[config.mk]
export PLATFORM = sky130hd
export DESIGN_NAME = sipo_rx
export DESIGN_NICKNAME = d
export VERILOG_FILES = /design/src/rtl/sipo_rx_pkg.sv /design/src/rtl/sipo_rx_outbuf.sv /design/src/rtl/sipo_rx.sv
export SDC_FILE = /design/constraint.sdc
export NUM_CORES = 1
export LEC_CHECK = 0
export CORE_MARGIN = 1
export CORE_UTILIZATION = 46
export DETAILED_ROUTE_END_ITERATION = 6
export PLACE_DENSITY = 0.85
export SYNTH_ARGS = -nofsm -noshare
export SYNTH_HDL_FRONTEND = slang
export SYNTH_SLANG_ARGS = --single-unit
[constraint.sdc]
create_clock -name clk -period 1.9 [get_ports clk]
set_clock_uncertainty 0.15 [all_clocks]
set_input_delay 0.38 -clock clk [delete_from_list [all_inputs] [get_ports clk]]
set_output_delay 0.38 -clock clk [all_outputs]
set_load 0.05 [all_outputs]
[src/rtl/sipo_rx_pkg.sv]
// Shared types and sizing helpers for the serial-in/parallel-out receiver.
// Optional parity support is selected by the SIPO_RX_PARITY_EN macro.
package sipo_rx_pkg;

    typedef enum logic [1:0] {
        IDLE = 2'd0,
        RECV = 2'd1,
        PAR  = 2'd2
    } rx_state_e;

    // Bit counter must represent 0..width inclusive.
    function automatic int unsigned cnt_width(input int unsigned width);
        return $clog2(width + 1);
    endfunction

endpackage

[src/rtl/sipo_rx_outbuf.sv]
// Output word buffer for sipo_rx: holds the completed word and runs the valid/ready handshake.
// With SIPO_RX_PARITY_EN defined a parity error flag travels alongside the word.
module sipo_rx_outbuf
    import sipo_rx_pkg::*;
#(
    parameter int unsigned WIDTH = 4
) (
    input  logic             clk,
    input  logic             reset,
    input  logic             complete,
    input  logic [WIDTH-1:0] word,
`ifdef SIPO_RX_PARITY_EN
    input  logic             perr,
    output logic             parity_err,
`endif
    input  logic             data_ready,
    output logic [WIDTH-1:0] data_out,
    output logic             data_valid,
    output logic             overrun
);

    logic [WIDTH-1:0] data_q, data_d;
    logic             valid_q, valid_d;
    logic             ovr_q, ovr_d;
`ifdef SIPO_RX_PARITY_EN
    logic             perr_q, perr_d;
`endif

    // A new word is taken when the buffer is empty or being drained at the same edge.
    always_comb begin
        data_d  = data_q;
        valid_d = valid_q;
        ovr_d   = 1'b0;
`ifdef SIPO_RX_PARITY_EN
        perr_d  = perr_q;
`endif
        if (valid_q && data_ready) begin
            valid_d = 1'b0;
        end
        if (complete) begin
            if (!valid_q || data_ready) begin
                data_d  = word;
                valid_d = 1'b1;
`ifdef SIPO_RX_PARITY_EN
                perr_d  = perr;
`endif
            end else begin
                ovr_d = 1'b1;
            end
        end
    end

    always_ff @(posedge clk or posedge reset) begin
        if (reset) begin
            data_q  <= '0;
            valid_q <= 1'b0;
            ovr_q   <= 1'b0;
`ifdef SIPO_RX_PARITY_EN
            perr_q  <= 1'b0;
`endif
        end else begin
            data_q  <= data_d;
            valid_q <= valid_d;
            ovr_q   <= ovr_d;
`ifdef SIPO_RX_PARITY_EN
            perr_q  <= perr_d;
`endif
        end
    end

    assign data_out   = data_q;
    assign data_valid = valid_q;
    assign overrun    = ovr_q;
`ifdef SIPO_RX_PARITY_EN
    assign parity_err = perr_q;
`endif

endmodule

[src/rtl/sipo_rx.sv]
// Serial-in/parallel-out receiver: shift register and receive FSM, feeding sipo_rx_outbuf.
// Define SIPO_RX_PARITY_EN to append one even-parity bit to each frame.
module sipo_rx
    import sipo_rx_pkg::*;
#(
    parameter int unsigned WIDTH     = 4,
    parameter int unsigned MSB_FIRST = 1
) (
    input  logic             clk,
    input  logic             reset,
    input  logic             clear,
    input  logic             shift_en,
    input  logic             serial_in,
    input  logic             data_ready,
    output logic [WIDTH-1:0] data_out,
    output logic             data_valid,
    output logic             busy,
`ifdef SIPO_RX_PARITY_EN
    output logic             parity_err,
`endif
    output logic             overrun
);

    localparam int unsigned CW = cnt_width(WIDTH);

    rx_state_e        state_q, state_d;
    logic [CW-1:0]    cnt_q, cnt_d;
    logic [WIDTH-1:0] sr_q, sr_d;
    logic             busy_q, busy_d;
    logic [WIDTH-1:0] shift_c;
    logic [WIDTH-1:0] word_c;
    logic             complete_c;
`ifdef SIPO_RX_PARITY_EN
    logic             perr_c;
`endif

    // Shift direction decides which end the first received bit ends up at.
    always_comb begin
        if (MSB_FIRST != 0) begin
            shift_c = {sr_q[WIDTH-2:0], serial_in};
        end else begin
            shift_c = {serial_in, sr_q[WIDTH-1:1]};
        end
    end

    always_comb begin
        state_d    = state_q;
        cnt_d      = cnt_q;
        sr_d       = sr_q;
        word_c     = sr_q;
        complete_c = 1'b0;
`ifdef SIPO_RX_PARITY_EN
        perr_c     = 1'b0;
`endif
        if (clear) begin
            state_d = IDLE;
            cnt_d   = '0;
            sr_d    = '0;
        end else if (shift_en) begin
            unique case (state_q)
                IDLE: begin
                    state_d = RECV;
                    cnt_d   = CW'(1);
                    sr_d    = shift_c;
                end
                RECV: begin
                    if (cnt_q == CW'(WIDTH - 1)) begin
`ifdef SIPO_RX_PARITY_EN
                        state_d = PAR;
                        cnt_d   = CW'(WIDTH);
                        sr_d    = shift_c;
`else
                        state_d    = IDLE;
                        cnt_d      = '0;
                        sr_d       = '0;
                        word_c     = shift_c;
                        complete_c = 1'b1;
`endif
                    end else begin
                        cnt_d = cnt_q + CW'(1);
                        sr_d  = shift_c;
                    end
                end
`ifdef SIPO_RX_PARITY_EN
                PAR: begin
                    state_d    = IDLE;
                    cnt_d      = '0;
                    sr_d       = '0;
                    word_c     = sr_q;
                    complete_c = 1'b1;
                    perr_c     = ^{sr_q, serial_in};
                end
`endif
                default: begin
                    state_d = IDLE;
                    cnt_d   = '0;
                    sr_d    = '0;
                end
            endcase
        end
        busy_d = (cnt_d != '0);
    end

    always_ff @(posedge clk or posedge reset) begin
        if (reset) begin
            state_q <= IDLE;
            cnt_q   <= '0;
            sr_q    <= '0;
            busy_q  <= 1'b0;
        end else begin
            state_q <= state_d;
            cnt_q   <= cnt_d;
            sr_q    <= sr_d;
            busy_q  <= busy_d;
        end
    end

    assign busy = busy_q;

    sipo_rx_outbuf #(
        .WIDTH(WIDTH)
    ) u_outbuf (
        .clk       (clk),
        .reset     (reset),
        .complete  (complete_c),
        .word      (word_c),
`ifdef SIPO_RX_PARITY_EN
        .perr      (perr_c),
        .parity_err(parity_err),
`endif
        .data_ready(data_ready),
        .data_out  (data_out),
        .data_valid(data_valid),
        .overrun   (overrun)
    );

endmodule

### Word-level counts from Yosys, hierarchy flattened

Index checks and enable logic that the tools add are counted.

* flip-flop bits (word level): 16
* bits of input ports: 6
* output and inout bits: 7
* logic and storage cells: 44

* add/subtract/negate cells: 1
* equal/unequal tests: 3
* muxes and demuxes: 25
* reductions and logical operators: 8

Operators with widths (count)
* 2-to-1 mux 4 bit: 7
* 2-to-1 mux 1 bit: 9
* 2-to-1 mux 3 bit: 3
* case mux 4 bit (2 select lines): 1
* 2-to-1 mux 2 bit: 3
* case mux 3 bit (2 select lines): 1
* case mux 2 bit (2 select lines): 1
* AND reduction 2 bit: 2
* adder 3 x 1 -> 3 bit, second input constant: 1
* equality test 3 x 2 -> 1 bit, second input constant: 1
* inequality test 3 bit, second input constant: 1
* nonzero test 3 bit: 1
* equality test 2 x 1 -> 1 bit, second input constant: 1
* zero test 2 bit: 1
* nonzero test 2 bit: 1
* logical AND 1 bit: 1
* zero test 1 bit: 1
* logical OR 1 bit: 1

### Longest topological paths before layout

* depth in word-level cells: 6
* mapped depth: 5
* depth with buffers taken out: 4

### Modules after synthesis

A second synthesis with hierarchy kept.

* cell total of the unflattened synthesis: 51
* area, all modules: 709.4 um^2

Modules (own cells, without submodules)
* sipo_rx: instances 1, cells each 35, area an instance 459.2 um^2, sequential area each 225.2 um^2
* sipo_rx_outbuf: instances 1, cells each 16, area an instance 250.2 um^2, sequential area each 150.1 um^2

### Worst setup path before layout

No wires, ideal clock.

* path kind: register to register
* from: reg u_outbuf.valid_q, in the netlist u_outbuf.data_valid
* to: reg u_outbuf.data_q[0], in the netlist u_outbuf.data_out[0]
* data arrival time: 1.323 ns
* data required time: 1.625 ns
* path slack: 0.302 ns
* stages on the path, launching flop included: 5
* path through: dfrtp_1 > nand2b_4 > and3_1 > buf_6 > mux2_4

* cells in the longest elaborated chain, start to end: 3

Ends and longest elaborated chain
* from (decl): RTL line sipo_rx_outbuf.sv:23 `logic valid_q, valid_d;`
* from (signal assigned): RTL line sipo_rx_outbuf.sv:63 `valid_q <= valid_d;`
* zero test 1 bit: RTL line sipo_rx_outbuf.sv:41 `if (!valid_q || data_ready) begin`
* logical OR 1 bit: RTL line sipo_rx_outbuf.sv:41
* AND reduction 2 bit (no line)
* to (signal assigned): RTL line sipo_rx_outbuf.sv:62 `data_q <= data_d;`
* to (decl): RTL line sipo_rx_outbuf.sv:22 `logic [WIDTH-1:0] data_q, data_d;`

Every way passes these cells.
A chain may end at the register's enable or synchronous reset.

### Worst setup path after layout

* from: in shift_en
* to: reg u_outbuf.data_q[1], in the netlist u_outbuf.data_out[1]

* cells in the longest elaborated chain, start to end: 3
* elaborated cells between the ends (all ways): 5
* those cells by class: 4 x mux; 1 x reduce/logical

Ends and longest elaborated chain
* from (decl): RTL line sipo_rx.sv:12 `input logic shift_en,`
* 2-to-1 mux 1 bit: RTL line sipo_rx.sv:59 `end else if (shift_en) begin`
* 2-to-1 mux 1 bit: RTL line sipo_rx.sv:55 `if (clear) begin`
* AND reduction 2 bit (no line)

Several ways; a longest one is shown, not always the timed one.

==> flow_summary.ini <==
[cts]
postCtsHoldBufs = 0
post-cts-setup-buffer-count = 0
cts_sinks = 14
insertion_delay_ns = 0.28
numCtsBuffers = 3
cts_resized = 0
cts_tree = built
clk_path_buf_depth = 2
htree_levels = 1
clkSlewWorstSetupHoldPaths_ns = 0.08
root_buffer = clkbuf_4

[timing]
slew_headroom_pct = 66.9
setup_ws_ns = 0.239
drv_slew = 0
max_freq_ghz = 0.602
finalCritPeriodShare_pct = 87.4
setup_viol = 0
post-route-min-period_ns = 1.66
tightest_slew_ns = 0.496
hold_viol = 0
finalSetupTns_ns = 0
rsz0062_at_grt = false

[synth]
yosysWarningCount = 0
ys_seq_area_share_pct = 57.4
synth_seq_cells = 14
synth_area_leaders = dfrtp_1 (57%), mux2_4 (9.8%), a22o_1 (4.3%), nor2_1 (2.5%), or2b_1 (2.5%)
synth_edf_count = 0
synthCells = 44
syn_area_um2 = 611
synth_common_cells = dfrtp_1 (14), mux2_4 (4), nor2_1 (4)
synth.net_count = 51
yosysUniqueCellTypes = 21
syn_area_per_cell_um2 = 13.9
synth_top_area_cell = dfrtp_1
async_reset_ff_share_pct = 100
yosys_most_used_dff = dfrtp_1
yosysMostFrequentCell = dfrtp_1
yosysTopAreaCellShare_pct = 57.4

[critical_path]
cp_max_fo = 4
crit_path_start_kind = input pin
end_kind = flip-flop
path_class = in2reg
arrival_ns = 1.68
cp_data_required_time_ns = 1.92

[grt]
grt_max_degree = 15
grt_pass1_wl_um = 1700
grt_pass1_vias = 407
gr-total-overflow = 0
track_usage_pct = 18.3
antenna_found_initial = 0

[place]
place_hpwl_um = 834
dp_slack_ns = -0.0576
port_buffers = 12
finalWeightedCongestion = 0.697

[power]
switching_share_pct = 22.8
p_leak_nw = 0.408
switching_power_uw = 134
p_seq_share_pct = 53.3
p_int_uw = 454
ir_worst_vdd_mv = 0.545
power.share.clock_pct = 36.2
power_density_mw_per_mm2 = 755
combPwrFrac_pct = 10.5

[floorplan]
coreArea_mm2 = 0.00117
num_rows = 12
die_area_mm2 = 0.00148
fp.dieW_um = 38.4
io_pins = 13
start_util_pct = 52.1
die_height_um = 38.4

[cells_and_area]
area_growth_pct = 27.5
nets = 70
drive_gt1_share_pct = 37.1
antenna_cells = 0

[routing]
ant_nets = 0
vias_per_cell = 5.13
first_pass_iters = 4
drt-wirelength-per-cell_um = 13.7
drc = 0
vias = 390
drt_wl_total_um = 1040
drt_iter0_markers = 7

[hold_path]
min_path_type = in2async

[job]
drv_cap = 0

[outcome]
outcome = finished clean
## final cells by class
class | instances | area [um^2]
fill | 93 | 393
sequential | 14 | 350
multi-input combinational | 28 | 245
timing repair buffer | 15 | 125
clock buffer | 4 | 36.3
tap | 14 | 17.5
inverter | 1 | 3.75
## worst paths after layout
path | startpoint | to | slack, ns | cells after the start
worst max-delay path | shift_en | u_outbuf.data_out[1]$_DFFE_PP0P_ | 0.24 | 4
worst min-delay path | reset | u_outbuf.data_out[2]$_DFFE_PP0P_ | 0.28 | 2
worst max register to register | cnt_q[0]$_DFF_PP0_ | u_outbuf.data_out[1]$_DFFE_PP0P_ | 0.25 | 4
worst min register to register | sr_q[2]$_DFFE_PP0P_ | u_outbuf.data_out[3]$_DFFE_PP0P_ | 0.38 | 1
max in group asynchronous | reset | cnt_q[2]$_DFF_PP0_ | 0.99 | 2
min in group clk | sr_q[2]$_DFFE_PP0P_ | u_outbuf.data_out[3]$_DFFE_PP0P_ | 0.38 | 1
## power groups by stage
stage	Combinational, mW	Clock [mW]	Sequential (mW)
after floorplan	0.0242	0	0.328
final	0.0614	0.213	0.313
after CTS	0.0623	0.218	0.313
after detailed placement	0.0620	0	0.319
after global placement	0.0606	0	0.319
after global routing	0.0661	0.229	0.315
## cell usage in the layout (no fill, tap or decap)
cell type        instances
dfrtp_1                 14
buf_4                   10
clkdlybuf4s50_1          5
nor2_1                   4
mux2_4                   4
a22o_1                   3
clkbuf_4                 3
nand2_1                  2
or2b_1                   2
and3b_4                  1
nor2b_4                  1
and2b_2                  1
a21o_2                   1
nand2b_4                 1
and3_1                   1
and2b_1                  1
o211ai_1                 1
and2_1                   1
a32o_1                   1
a21oi_1                  1
a211o_1                  1
inv_1                    1
ha_1                     1
clkbuf_8                 1
## flip-flops by register name (all words and copies together), names as in the netlist
register	cells
u_outbuf.overrun	1
busy	1
cnt_q	3
u_outbuf.data_out	4
sr_q	3
state_q	1
u_outbuf.data_valid	1
## cell families after synthesis
kind of cell / Yosys count / synth area share, %
compound gates: 8 / 10.9
fa+ha+maj: 1 / 2.05
buf+inv: 2 / 2.46
flops: 14 / 57.4
mux: 4 / 9.84
simple gates: 15 / 17.4
## critical path: stages
cell and delay, ns:
clkdlybuf4s50_1 0.49, nor2b_4 0.17, and3_1 0.30, mux2_4 0.33
## per-layer routing
metal	routed length (um)	GRT usage, %
met1	445	22.1
met2	523	30.5
met3	50	5.23
met5	0	0
met4	20	7.76
## through the flow
stage	area (um^2)	power (mW)	hold WS, ns	util (%)	instances
finish	778	0.587	0.275	66.5	76
global route	778	0.610	0.335	66.5	76
CTS	778	0.594	0.286	66.5	76
detailed placement	742	0.381	0.361	63.4	72
global placement	742	0.379	0.334	63.4	72
floorplan	611	0.352	0.119	-	44
Power figures use the tool's default switching activity.
